==> src/rtl/gen_burst_sequencer.sv <==
// Burst sequencer between the command side and the waveform generator: configures
// the generator, paces its active-low step enable and tracks returned FIFO writes.
module gen_burst_sequencer #(
    parameter int INT_BITS = 4,
    parameter int CNT_W    = 16,
    parameter int DIV_W    = 8
) (
    input  logic                       clk,
    input  logic                       rst,
    input  logic                       cmd_valid_i,
    output logic                       cmd_ready_o,
    input  logic [1:0]                 cmd_sel_i,
    input  logic signed [INT_BITS-1:0] cmd_amp_i,
    input  logic [CNT_W-1:0]           cmd_len_i,
    input  logic [DIV_W-1:0]           cmd_div_i,
    input  logic                       abort_i,
    input  logic                       fifo_full_i,
    input  logic                       gen_wr_en_i,
    output logic                       gen_en_low_o,
    output logic                       gen_enh_conf_o,
    output logic [1:0]                 gen_sel_o,
    output logic signed [INT_BITS-1:0] gen_amp_o,
    output logic                       busy_o,
    output logic                       done_o,
    output logic                       aborted_o,
    output logic                       err_o,
    output logic [CNT_W-1:0]           sample_cnt_o
);

    typedef enum logic [2:0] {
        S_IDLE     = 3'd0,
        S_CONFIG   = 3'd1,
        S_SETTLE   = 3'd2,
        S_RUN      = 3'd3,
        S_WAIT_ACK = 3'd4,
        S_DONE     = 3'd5
    } state_t;

    state_t                     r_state;
    logic                       r_ready;
    logic                       r_busy;
    logic                       r_done;
    logic                       r_aborted;
    logic                       r_conf;
    logic [1:0]                 r_sel;
    logic signed [INT_BITS-1:0] r_amp;
    logic [CNT_W-1:0]           r_len;
    logic [DIV_W-1:0]           r_div;
    logic [DIV_W-1:0]           r_div_cnt;
    logic [CNT_W-1:0]           r_issue_cnt;
    logic [CNT_W-1:0]           r_sample_cnt;
    logic                       r_err;

    logic                       w_accept;
    logic                       w_in_run;
    logic                       w_abort;
    logic                       w_tick;
    logic                       w_last_tick;
    logic                       w_strobe;
    logic                       w_cnt_inc;
    logic                       w_overrun;
    logic [CNT_W-1:0]           w_cnt_next;
    logic [CNT_W-1:0]           w_issue_next;

    assign w_accept     = cmd_valid_i && (r_state == S_IDLE);
    assign w_in_run     = (r_state == S_RUN);
    // Abort is only honoured mid-burst; IDLE has nothing to cancel and DONE wins.
    assign w_abort      = abort_i && (r_state != S_IDLE) && (r_state != S_DONE);
    assign w_tick       = w_in_run && (r_div_cnt == {DIV_W{1'b0}}) && !fifo_full_i && !w_abort;
    assign w_issue_next = r_issue_cnt + {{(CNT_W-1){1'b0}}, 1'b1};
    assign w_last_tick  = w_tick && (w_issue_next == r_len);

    assign w_strobe     = gen_wr_en_i && !w_abort &&
                          ((r_state == S_RUN) || (r_state == S_WAIT_ACK));
    assign w_cnt_inc    = w_strobe && (r_sample_cnt < r_len);
    assign w_overrun    = w_strobe && (r_sample_cnt >= r_len);
    assign w_cnt_next   = w_cnt_inc ? (r_sample_cnt + {{(CNT_W-1){1'b0}}, 1'b1}) : r_sample_cnt;

    // The step enable must follow FIFO full within the same cycle, so it is decoded, not registered.
    assign gen_en_low_o   = !w_tick;
    assign cmd_ready_o    = r_ready;
    assign busy_o         = r_busy;
    assign done_o         = r_done;
    assign aborted_o      = r_aborted;
    assign gen_enh_conf_o = r_conf;
    assign gen_sel_o      = r_sel;
    assign gen_amp_o      = r_amp;
    assign err_o          = r_err;
    assign sample_cnt_o   = r_sample_cnt;

    // Burst FSM; status outputs are registered alongside the state they describe.
    always_ff @(posedge clk) begin
        if (rst) begin
            r_state   <= S_IDLE;
            r_ready   <= 1'b1;
            r_busy    <= 1'b0;
            r_done    <= 1'b0;
            r_aborted <= 1'b0;
            r_conf    <= 1'b0;
        end else begin
            r_done    <= 1'b0;
            r_aborted <= 1'b0;
            r_conf    <= 1'b0;
            if (w_abort) begin
                r_state   <= S_IDLE;
                r_ready   <= 1'b1;
                r_busy    <= 1'b0;
                r_aborted <= 1'b1;
            end else begin
                case (r_state)
                    S_IDLE: begin
                        if (cmd_valid_i) begin
                            r_ready <= 1'b0;
                            r_busy  <= 1'b1;
                            if (cmd_len_i != {CNT_W{1'b0}}) begin
                                r_state <= S_CONFIG;
                                r_conf  <= 1'b1;
                            end else begin
                                r_state <= S_DONE;
                                r_done  <= 1'b1;
                            end
                        end
                    end
                    S_CONFIG: begin
                        r_state <= S_SETTLE;
                    end
                    S_SETTLE: begin
                        r_state <= S_RUN;
                    end
                    S_RUN: begin
                        if (w_last_tick) begin
                            r_state <= S_WAIT_ACK;
                        end
                    end
                    S_WAIT_ACK: begin
                        // Look at the post-strobe count so done lands in the cycle after the last write.
                        if (w_cnt_next == r_len) begin
                            r_state <= S_DONE;
                            r_done  <= 1'b1;
                        end
                    end
                    S_DONE: begin
                        r_state <= S_IDLE;
                        r_ready <= 1'b1;
                        r_busy  <= 1'b0;
                    end
                    default: begin
                        r_state <= S_IDLE;
                        r_ready <= 1'b1;
                        r_busy  <= 1'b0;
                    end
                endcase
            end
        end
    end

    // Command latch, issue/divider pacing, returned-sample count and sticky overrun flag.
    always_ff @(posedge clk) begin
        if (rst) begin
            r_sel        <= 2'd0;
            r_amp        <= {INT_BITS{1'b0}};
            r_len        <= {CNT_W{1'b0}};
            r_div        <= {DIV_W{1'b0}};
            r_div_cnt    <= {DIV_W{1'b0}};
            r_issue_cnt  <= {CNT_W{1'b0}};
            r_sample_cnt <= {CNT_W{1'b0}};
            r_err        <= 1'b0;
        end else if (w_accept) begin
            r_sel        <= cmd_sel_i;
            r_amp        <= cmd_amp_i;
            r_len        <= cmd_len_i;
            r_div        <= cmd_div_i;
            r_div_cnt    <= {DIV_W{1'b0}};
            r_issue_cnt  <= {CNT_W{1'b0}};
            r_sample_cnt <= {CNT_W{1'b0}};
            r_err        <= 1'b0;
        end else begin
            r_sample_cnt <= w_cnt_next;
            if (w_overrun) begin
                r_err <= 1'b1;
            end
            if (w_tick) begin
                r_issue_cnt <= w_issue_next;
                r_div_cnt   <= r_div;
            end else if (w_in_run && !w_abort && (r_div_cnt != {DIV_W{1'b0}})) begin
                r_div_cnt <= r_div_cnt - {{(DIV_W-1){1'b0}}, 1'b1};
            end
        end
    end

endmodule

==> config.mk <==
export PLATFORM = sky130hd
export DESIGN_NAME = gen_burst_sequencer
export DESIGN_NICKNAME = d
export VERILOG_FILES = /design/src/rtl/gen_burst_sequencer.sv
export SDC_FILE = /design/constraint.sdc
export NUM_CORES = 1
export LEC_CHECK = 0
export BUFFER_PORTS_ARGS = -buffer_cell sky130_fd_sc_hd__buf_2
export CAP_MARGIN = 20
export CORE_MARGIN = 5
export CORE_UTILIZATION = 55
export DETAILED_ROUTE_END_ITERATION = 8
export GPL_TIMING_DRIVEN = 1
export PLACE_DENSITY = 0.77
export RECOVER_POWER = 25
export SKIP_CTS_REPAIR_TIMING = 1
export SYNTH_ARGS = -nofsm -noshare
export SYNTH_HDL_FRONTEND = slang
export SYNTH_SLANG_ARGS = --single-unit
==> constraint.sdc <==
create_clock -name clk -period 3 [get_ports clk]
set_input_delay 0.75 -clock clk [delete_from_list [all_inputs] [get_ports clk]]
set_output_delay 0.75 -clock clk [all_outputs]
set_load 0.01 [all_outputs]
* After elaboration in Yosys (flattened, before gate mapping)
Cells that the tools add are included.
** Word-level totals
- Bits in registers :: 79
- Bits in latches :: 0
- RAM bits :: 0
- Memory bits (read-only) :: 0
- Input port bits :: 36
- Word-level logic and storage cells :: 79
- Memories kept :: 0
** Cells by class
- $add $sub $neg :: 3
- $mul :: 0
- Div/mod/pow operators :: 0
- Magnitude comparators :: 2
- Equal/unequal tests :: 10
- Shift operators :: 0
- Mux-type cells :: 18
- Bitwise gates (word level) :: 3
- Reduce and logical (&&, ||, !) cells :: 29
** Operator list (count)
- adder 16 x 1 -> 16 bit (second input constant) :: 2
- equality test 16 bit :: 2
- greater-or-equal comparator 16 bit :: 1
- less-than comparator 16 bit :: 1
- two-way mux 16 bit :: 1
- two-way mux 8 bit :: 2
- nonzero test 16 bit :: 1
- case mux 3 bit (5 select lines) :: 1
- logical AND 1 bit :: 13
- two-way mux 3 bit :: 4
- zero test 8 bit :: 1
- nonzero test 8 bit :: 1
- OR reduction 4 bit :: 2
- subtractor 8 x 1 -> 8 bit (second input constant) :: 1
- two-way mux 1 bit :: 7
- equality test 3 x 2 -> 1 bit (second input constant) :: 2
- case mux 1 bit (2 select lines) :: 3
- != test 2 x 1 -> 1 bit (second input constant) :: 2
- OR reduction 2 bit :: 2
- equality test 3 x 1 -> 1 bit (second input constant) :: 1
- equality test 3 bit (second input constant) :: 1
- zero test 1 bit :: 3
- zero test 3 bit :: 1
- != test 3 bit (second input constant) :: 1
- other kinds (7) :: 9

* Depth between registers and ports, before layout
Gate-level depths: netlist (run 1).
- Word-level depth :: 11
- Depth in mapped cells :: 13

* Worst setup path before layout (run 1)
Ideal clock, no wire load.
- Path type :: register to output
- Start point :: register r_div_cnt[0]
- End point :: output port gen_en_low_o
- Arrival time :: 2.085 ns
- Required time :: 2.250 ns
- Slack :: 0.165 ns
- Stages on the path, launching flop included :: 9
- Path through :: dfxtp_1 inv_1 ha_1 or3b_2 nor4b_2 and2_1 clkbuf_1 inv_1 clkbuf_1
** On the way
- Longest elaborated chain between the ends :: 5
** RTL lines
- start: declaration :: RTL line 49 : logic [DIV_W-1:0] r_div_cnt;
- start signal: assignment :: RTL line 164 : r_div_cnt <= {DIV_W{1'b0}};
- start signal: assignment :: RTL line 173 : r_div_cnt <= {DIV_W{1'b0}};
- start signal: assignment :: RTL line 184 : r_div_cnt <= r_div;
- zero test 8 bit :: RTL line 69 : assign w_tick = w_in_run && (r_div_cnt == {DIV_W{1'b0}}) && !fifo_full_i && !w_abort;
- logical AND 1 bit (3 in series) :: RTL line 69
- zero test 1 bit :: RTL line 80 : assign gen_en_low_o = !w_tick;
- end: declaration :: RTL line 19 : output logic gen_en_low_o,
No other way between the ends.

* Worst setup path in the final report (run 1)
- Start point :: register r_len[11]
- End point :: register r_done (netlist: done_o)
** On the way
- Longest elaborated chain between the ends :: 6
** RTL lines
- start: declaration :: RTL line 47 : logic [CNT_W-1:0] r_len;
- start signal: assignment :: RTL line 162 : r_len <= {CNT_W{1'b0}};
- start signal: assignment :: RTL line 171 : r_len <= cmd_len_i;
- less-than comparator 16 bit :: RTL line 75 : assign w_cnt_inc = w_strobe && (r_sample_cnt < r_len);
- logical AND 1 bit :: RTL line 75
- two-way mux 16 bit :: RTL line 77 : assign w_cnt_next = w_cnt_inc ? (r_sample_cnt + {{(CNT_W-1){1'b0}}, 1'b1}) : r_sample_cnt;
- equality test 16 bit * :: RTL line 137 : if (w_cnt_next == r_len) begin
- two-way mux 1 bit * :: RTL line 137
- case mux 1 bit (2 select lines) * :: RTL line 110 : case (r_state)
- end signal: assignment :: RTL line 97 : r_done <= 1'b0;
- end signal: assignment :: RTL line 120 : r_done <= 1'b1;
- end signal: assignment :: RTL line 139 : r_done <= 1'b1;
- end: declaration :: RTL line 42 : logic r_done;
Every way passes the cells marked *; elsewhere a longest branch is shown, timed or not.
A chain may end at the register's enable or synchronous reset.

==> metrics.yaml, run 1 <==
status:
  outcome: "complete, but fails checks"
  violations: "negative setup slack"
detailed_routing:
  routed_wirelength_um: 14800
  drt_iter0_markers: 307
  first_pass_iters: 5
  vias: 4889
  ant_nets: 0
  wl_per_cell_um: 17.4
  avgViaCountPerCell: 5.74
  drcViolationCount: 0
yosys:
  synth.largest_area_cell: "dfxtp_1"
  yosys.cell_types.count: 69
  syn-cell-area_um2: 4740
  synth_seq_cells: 79
  synth_edf_count: 0
  synthTopCellsByArea: "dfxtp_1 (33%), nand2_1 (8.2%), xnor2_1 (6.3%)"
  synth_cells: 607
  yosysTopAreaCellShare_pct: 33.4
  synth-async-reset-ratio_pct: 0
  ys_warn_count: 0
  yosysSeqAreaShare_pct: 33.4
  syn_nets: 662
  synth_flop_cell: "dfxtp_1"
  avgSynthCellArea_um2: 7.80
power_and_ir_drop:
  p_int_w: 0.00201
  ir_drop_mv: 0.399
  p_per_area_nw_per_um2: 489
  p_leak_nw: 2.57
  power_switching_w: 0.00104
  clkPwrFrac_pct: 30.8
  swShare_pct: 34.2
  power.total_w: 0.00305
  comb_power_share_pct: 30.5
  p_seq_share_pct: 38.8
sta:
  setup_ws_ns: -0.0956
  slew_headroom_pct: 2.02
  slew_violations: 0
  max_freq_ghz: 0.323
  finalSetupViolCount: 2
  finalHoldViolations: 0
  worst_pin_slew_ns: 1.47
  rsz0062_at_grt: "yes"
  skew_ns: 0.0120
  post-route-min-period_ns: 3.10
  period_share_pct: 103
cells_and_area:
  fin_util_pct: 75.1
  num-nets-final: 797
  layout_commonest_cell: "nand2_1"
  num-fill-cells: 643
  regArea_um2: 1590
  drive_gt1_share_pct: 27.0
  n_antenna_cell: 0
  syn_to_final_growth_pct: 31.6
  multiInputGateArea_um2: 3230
  layout_common_cells: "nand2_1 (104), buf_4 (78), dfxtp_1 (75)"
grt:
  antenna_found_initial: 0
  grt_usage_pct: 29.0
  grt_pass1_wl_um: 23700
  overflow: 0
  grt_pass1_vias: 4623
  grt_max_degree: 42
die:
  io_pins: 65
  rows: 33
  coreArea_um2: 8300
  initial_core_util_pct: 57.1
  die_y_um: 103
  die_w_um: 103
  dieArea_um2: 10600
place:
  place.port_buffers: 64
  gp_congestion: 0.950
  dpl.hpwl_um: 11400
job:
  maxCapViolations: 0
clock_network:
  root_buffer: "clkbuf_8"
  cts_num_sinks: 79
  clock_path_buffers: 2
  cts_tree: "yes"
  clock_latency_ns: 0.36
  cts_buffers: 9
  clk_pin_slew_ns: 0.09
  htreeDepth: 3
setup_path:
  crit_path_start_kind: "register"
  critical_path.max_fanout: 5
  worstSetupPathType: "reg2reg"
  crit_arrival_ns: 3.38
  required_ns: 3.29
  endpoint_kind: "register"
worst_hold_path:
  min_path_type: "reg2reg"
[per-stage QoR]
| stage | instance area [um^2] | TNS, ns | hold slack (ns) | instances | setup WS, ns |
|---|---|---|---|---|---|
| detailed placement | 5710 | -0.829 | 0.443 | 832 | -0.447 |
| global route | 6230 | -0.382 | 0.473 | 852 | -0.218 |
| floorplan | 4740 | 0 | 0.436 | 607 | 0.165 |
| CTS | 5940 | -0.669 | 0.457 | 848 | -0.348 |
| global placement | 5710 | -0.651 | 0.440 | 832 | -0.333 |
| finish | 6230 | -0.148 | 0.457 | 852 | -0.0956 |
[power by group through the flow]
| stage | registers (W) | clock network [W] | logic, W |
|---|---|---|---|
| floorplan | 0.00122 | 0 | 0.000489 |
| global placement | 0.00120 | 0 | 0.000836 |
| detailed placement | 0.00120 | 0 | 0.000845 |
| CTS | 0.00118 | 0.000958 | 0.000849 |
| global route | 0.00119 | 0.00102 | 0.00101 |
| finish | 0.00118 | 0.000937 | 0.000928 |
[layout make-up]
| class | count | area share, % |
|---|---|---|
| Sequential cell | 79 | 25.4 |
| Tap cell | 105 | 2.11 |
| Timing Repair Buffer | 151 | 15.6 |
| Multi-Input combinational cell | 478 | 51.8 |
| Clock inverter | 7 | 1.75 |
| Inverter | 23 | 1.38 |
| Clock buffer | 9 | 1.99 |
[path summary, 6_finish.rpt]
kind / slack (ns) / start / cells past startpoint / to
worst max-delay path: -0.1 / r_len[11] / 12 / done_o
worst min-delay path: 0.46 / gen_amp_o[1] / 2 / gen_amp_o[1]
worst max register to register: -0.1 / r_len[11] / 12 / done_o
worst min register to register: 0.46 / gen_amp_o[1] / 2 / gen_amp_o[1]
[cell families after synthesis]
kind of cell             after synthesis  synth area share [%]
buffers and inverters                 50                  4.01
adder cells (fa/ha/maj)               19                  5.02
XOR/XNOR                              61                  11.7
AO/OA/AOI/OAI                        111                  15.1
multiplexers                           4                 0.872
AND/OR/NAND/NOR                      283                  29.9
flip-flops                            79                  33.4
[per-layer routing]
layer / wire, um / part of all wire [%] / track usage, %
met5: 0 / 0 / 0
met4: 338 / 2.3 / 6.87
met3: 1010 / 6.8 / 5.95
met2: 7040 / 48 / 48.9
met1: 6400 / 43 / 38.4
[registers in the layout, indices dropped and copies added, names as in the netlist]
| signal | count |
|---|---|
| r_issue_cnt | 16 |
| r_len | 16 |
| sample_cnt_o | 16 |
| r_div | 8 |
| r_div_cnt | 8 |
| gen_amp_o | 4 |
| r_state | 3 |
| gen_sel_o | 2 |
| aborted_o | 1 |
| busy_o | 1 |
| cmd_ready_o | 1 |
| done_o | 1 |
| err_o | 1 |
| gen_enh_conf_o | 1 |
[cells in the mapped netlist, drive strengths merged, types with 2 or more instances]
master	instances
a2111oi	3
a211o	2
a211oi	4
a21boi	2
a21o	3
a21oi	59
and2	6
and3	9
and3b	2
and4	3
buf	2
clkbuf	25
dfxtp	79
ha	19
inv	23
mux2i	3
nand2	104
nand2b	8
nand3	22
nand3b	4
nand4	16
nand4b	2
nor2	56
nor2b	3
nor3	12
nor4	13
nor4b	3
o211a	2
o211ai	5
o21a	2
o21ai	12
o221ai	3
o22ai	2
or2	3
or3	10
or3b	2
or4	2
xnor2	35
xor2	25
[worst max-delay path, stage by stage, from the launching register on]
cell and delay, ns:
dfxtp_1 0.36, inv_1 0.06, ha_1 0.30, a21oi_1 0.17, o21ba_4 0.19, o211ai_4 0.11, buf_6 0.15, or4_4 0.56
xor2_2 0.20, o22ai_2 0.10, a2111oi_4 0.32, nand4_1 0.26, mux2i_1 0.24
Power figures use the tool's default switching activity.
==> inputs of run 2 (changes only) <==
PLACE_DENSITY = not set   (was 0.77)
PLACE_DENSITY_LB_ADDON = 0.1   (was not set)
==> metrics.yaml, run 2 (synthesis results as in run 1) <==
status:
  outcome: "complete, but fails checks"  # unchanged
  violations: "negative setup slack"  # unchanged
die:
  initial_core_util_pct: 57.1  # unchanged
  dieArea_um2: 10600  # unchanged
  die_w_um: 103  # unchanged
  rows: 33  # unchanged
  io_pins: 65  # unchanged
  coreArea_um2: 8300  # unchanged
  die_y_um: 103  # unchanged
setup_path:
  critical_path.max_fanout: 5  # unchanged
  required_ns: 3.24  # was 3.29 ns
  slowest_stage: "or3_4"  # was or4_4
  cp.buffers_inverters: 4  # was 2
  endpoint_kind: "register"  # unchanged
  path_cells: "inv_1 > ha_4 > nand4_1 > or3_4 > o211ai_4 > buf_4 > buf_4 > nor4_4 > buf_4 > o32ai_1 > nor4_1 > and4bb_1 > nand4_1 > mux2i_1"  # was inv_1 > ha_1 > a21oi_1 > o21ba_4 > o211ai_4 > buf_6 > or4_4 > xor2_2 > o22ai_2 > a2111oi_4 > nand4_1 > mux2i_1
  max_stage_delay_ns: 0.43  # was 0.56 ns
  cpLargestDelayFamily: "simple AND/OR/NAND/NOR gates"  # was compound AO/OA/AOI/OAI gates
  worstSetupPathType: "reg2reg"  # unchanged
  crit_path_frequent_cell: "buf_4"
  crit_path_start_kind: "register"  # unchanged
  crit_arrival_ns: 3.27  # was 3.38 ns
cells_and_area:
  syn_to_final_growth_pct: 26.5  # was 31.6%
  num-fill-cells: 673  # was 643
  layout_common_cells: "nand2_1 (104), dfxtp_1 (77), buf_4 (63)"  # was nand2_1 (104), buf_4 (78), dfxtp_1 (75)
  fin_util_pct: 72.2  # was 75.1%
  drive_gt1_share_pct: 23.9  # was 27.0%
  num-nets-final: 777  # was 797
  n_antenna_cell: 0  # unchanged
  layout_commonest_cell: "nand2_1"  # unchanged
  fin_cells: 832  # was 852
sta:
  worst_pin_slew_ns: 1.36  # was 1.47 ns
  slew_headroom_pct: 9.60  # was 2.02%
  setup_ws_ns: -0.0298  # was -0.0956 ns
  skew_ns: 0.0105  # was 0.0120 ns
  rsz0062_at_grt: "yes"  # unchanged
  finalSetupViolCount: 2  # unchanged
  post-route-min-period_ns: 3.03  # was 3.10 ns
  max_freq_ghz: 0.330  # was 0.323 GHz
  finalHoldViolations: 0  # unchanged
  slew_violations: 0  # unchanged
  period_share_pct: 101  # was 103%
detailed_routing:
  wl_met1_um: 6420  # was 6400 um
  drt_iter0_markers: 268  # was 307
  wl_met2_um: 6940  # was 7040 um
  highest_layer: "met4"  # unchanged
  wl_per_cell_um: 17.5  # was 17.4 um
  ant_nets: 0  # unchanged
  first_pass_iters: 4  # was 5
  drcViolationCount: 0  # unchanged
  avgViaCountPerCell: 5.82  # was 5.74
  vias: 4841  # was 4,889
  route.met3.wl_um: 849  # was 1010 um
  routed_wirelength_um: 14600  # was 14,800 um
clock_network:
  clk_pin_slew_ns: 0.08  # was 0.09 ns
  clock_path_buffers: 2  # unchanged
  root_buffer: "clkbuf_8"  # unchanged
  htreeDepth: 3  # unchanged
  clock_latency_ns: 0.36  # about the same
  cts_num_sinks: 79  # unchanged
  cts_tree: "yes"  # unchanged
  cts_buffers: 9  # unchanged
job:
  maxCapViolations: 0  # unchanged
grt:
  grt_usage_pct: 26.9  # was 29.0%
  grt_pass1_vias: 4465  # was 4,623
  antenna_found_initial: 0  # unchanged
  grt_max_degree: 42  # unchanged
  grt_pass1_wl_um: 22100  # was 23,700 um
  overflow: 0  # unchanged
place:
  gp_congestion: 0.985  # was 0.950
  placed_cells: 805  # was 832
  dpl.hpwl_um: 10900  # was 11,400 um
  place.port_buffers: 64  # unchanged
power_and_ir_drop:
  p_leak_nw: 2.42  # was 2.57 nW
  ir_drop_mv: 0.277  # was 0.399 mV
  p_per_area_nw_per_um2: 477  # was 489 nW/um^2
worst_hold_path:
  min_path_type: "reg2reg"  # unchanged
run 2: final cells by class:
cell class	count	area (um^2)	area share, %
clock buffer	12	145	2.42
clock inverter	4	53.8	0.898
inverter	23	86.3	1.44
multi-input combinational	478	3190	53.1
sequential	79	1580	26.4
tap	105	131	2.19
timing repair buffer	131	808	13.5
run 2: through the flow:
stage | total power, W | worst slack, ns | hold slack (ns) | TNS (ns) | area [um^2]
after floorplan | 0.00171 | 0.165 | 0.436 | 0 | 4740
after global placement | 0.00198 | -0.0881 | 0.439 | -0.168 | 5510
after detailed placement | 0.00199 | -0.0982 | 0.448 | -0.193 | 5510
after CTS | 0.00281 | -0.0731 | 0.461 | -0.146 | 5700
after global routing | 0.00302 | -0.146 | 0.472 | -0.272 | 5990
final | 0.00286 | -0.0298 | 0.459 | -0.0523 | 5990
run 2: report_power, final:
part | leakage, nW | internal, W | switching (W) | total, W
Combinational | 1.69 | 0.000345 | 0.000512 | 0.000858
Clock | 0.0932 | 0.000411 | 0.000407 | 0.000818
Sequential | 0.643 | 0.00113 | 0.0000528 | 0.00118
Total | 2.42 | 0.00189 | 0.000972 | 0.00286
run 2: per-layer routing:
layer / vias to the layer above / global-route usage (%)
li1: 2349 / -
met1: 2296 / 36.2
met2: 156 / 43.2
met3: 40 / 6.63
met4: 0 / 7.47
met5: - / 0
run 2: final timing paths:
kind	from	to	slack [ns]	depth (start not counted)
worst min register to register	gen_amp_o[1]	gen_amp_o[1]	0.46	2
worst max-delay path	r_len[15]	done_o	-0.03	14
worst max register to register	r_len[15]	done_o	-0.03	14
worst min-delay path	gen_amp_o[1]	gen_amp_o[1]	0.46	2
run 2: worst min-delay path, stage by stage, from the launching register on:
cell     delay [ns]
dfxtp_1        0.32
nand2_1        0.05
a21oi_1        0.05
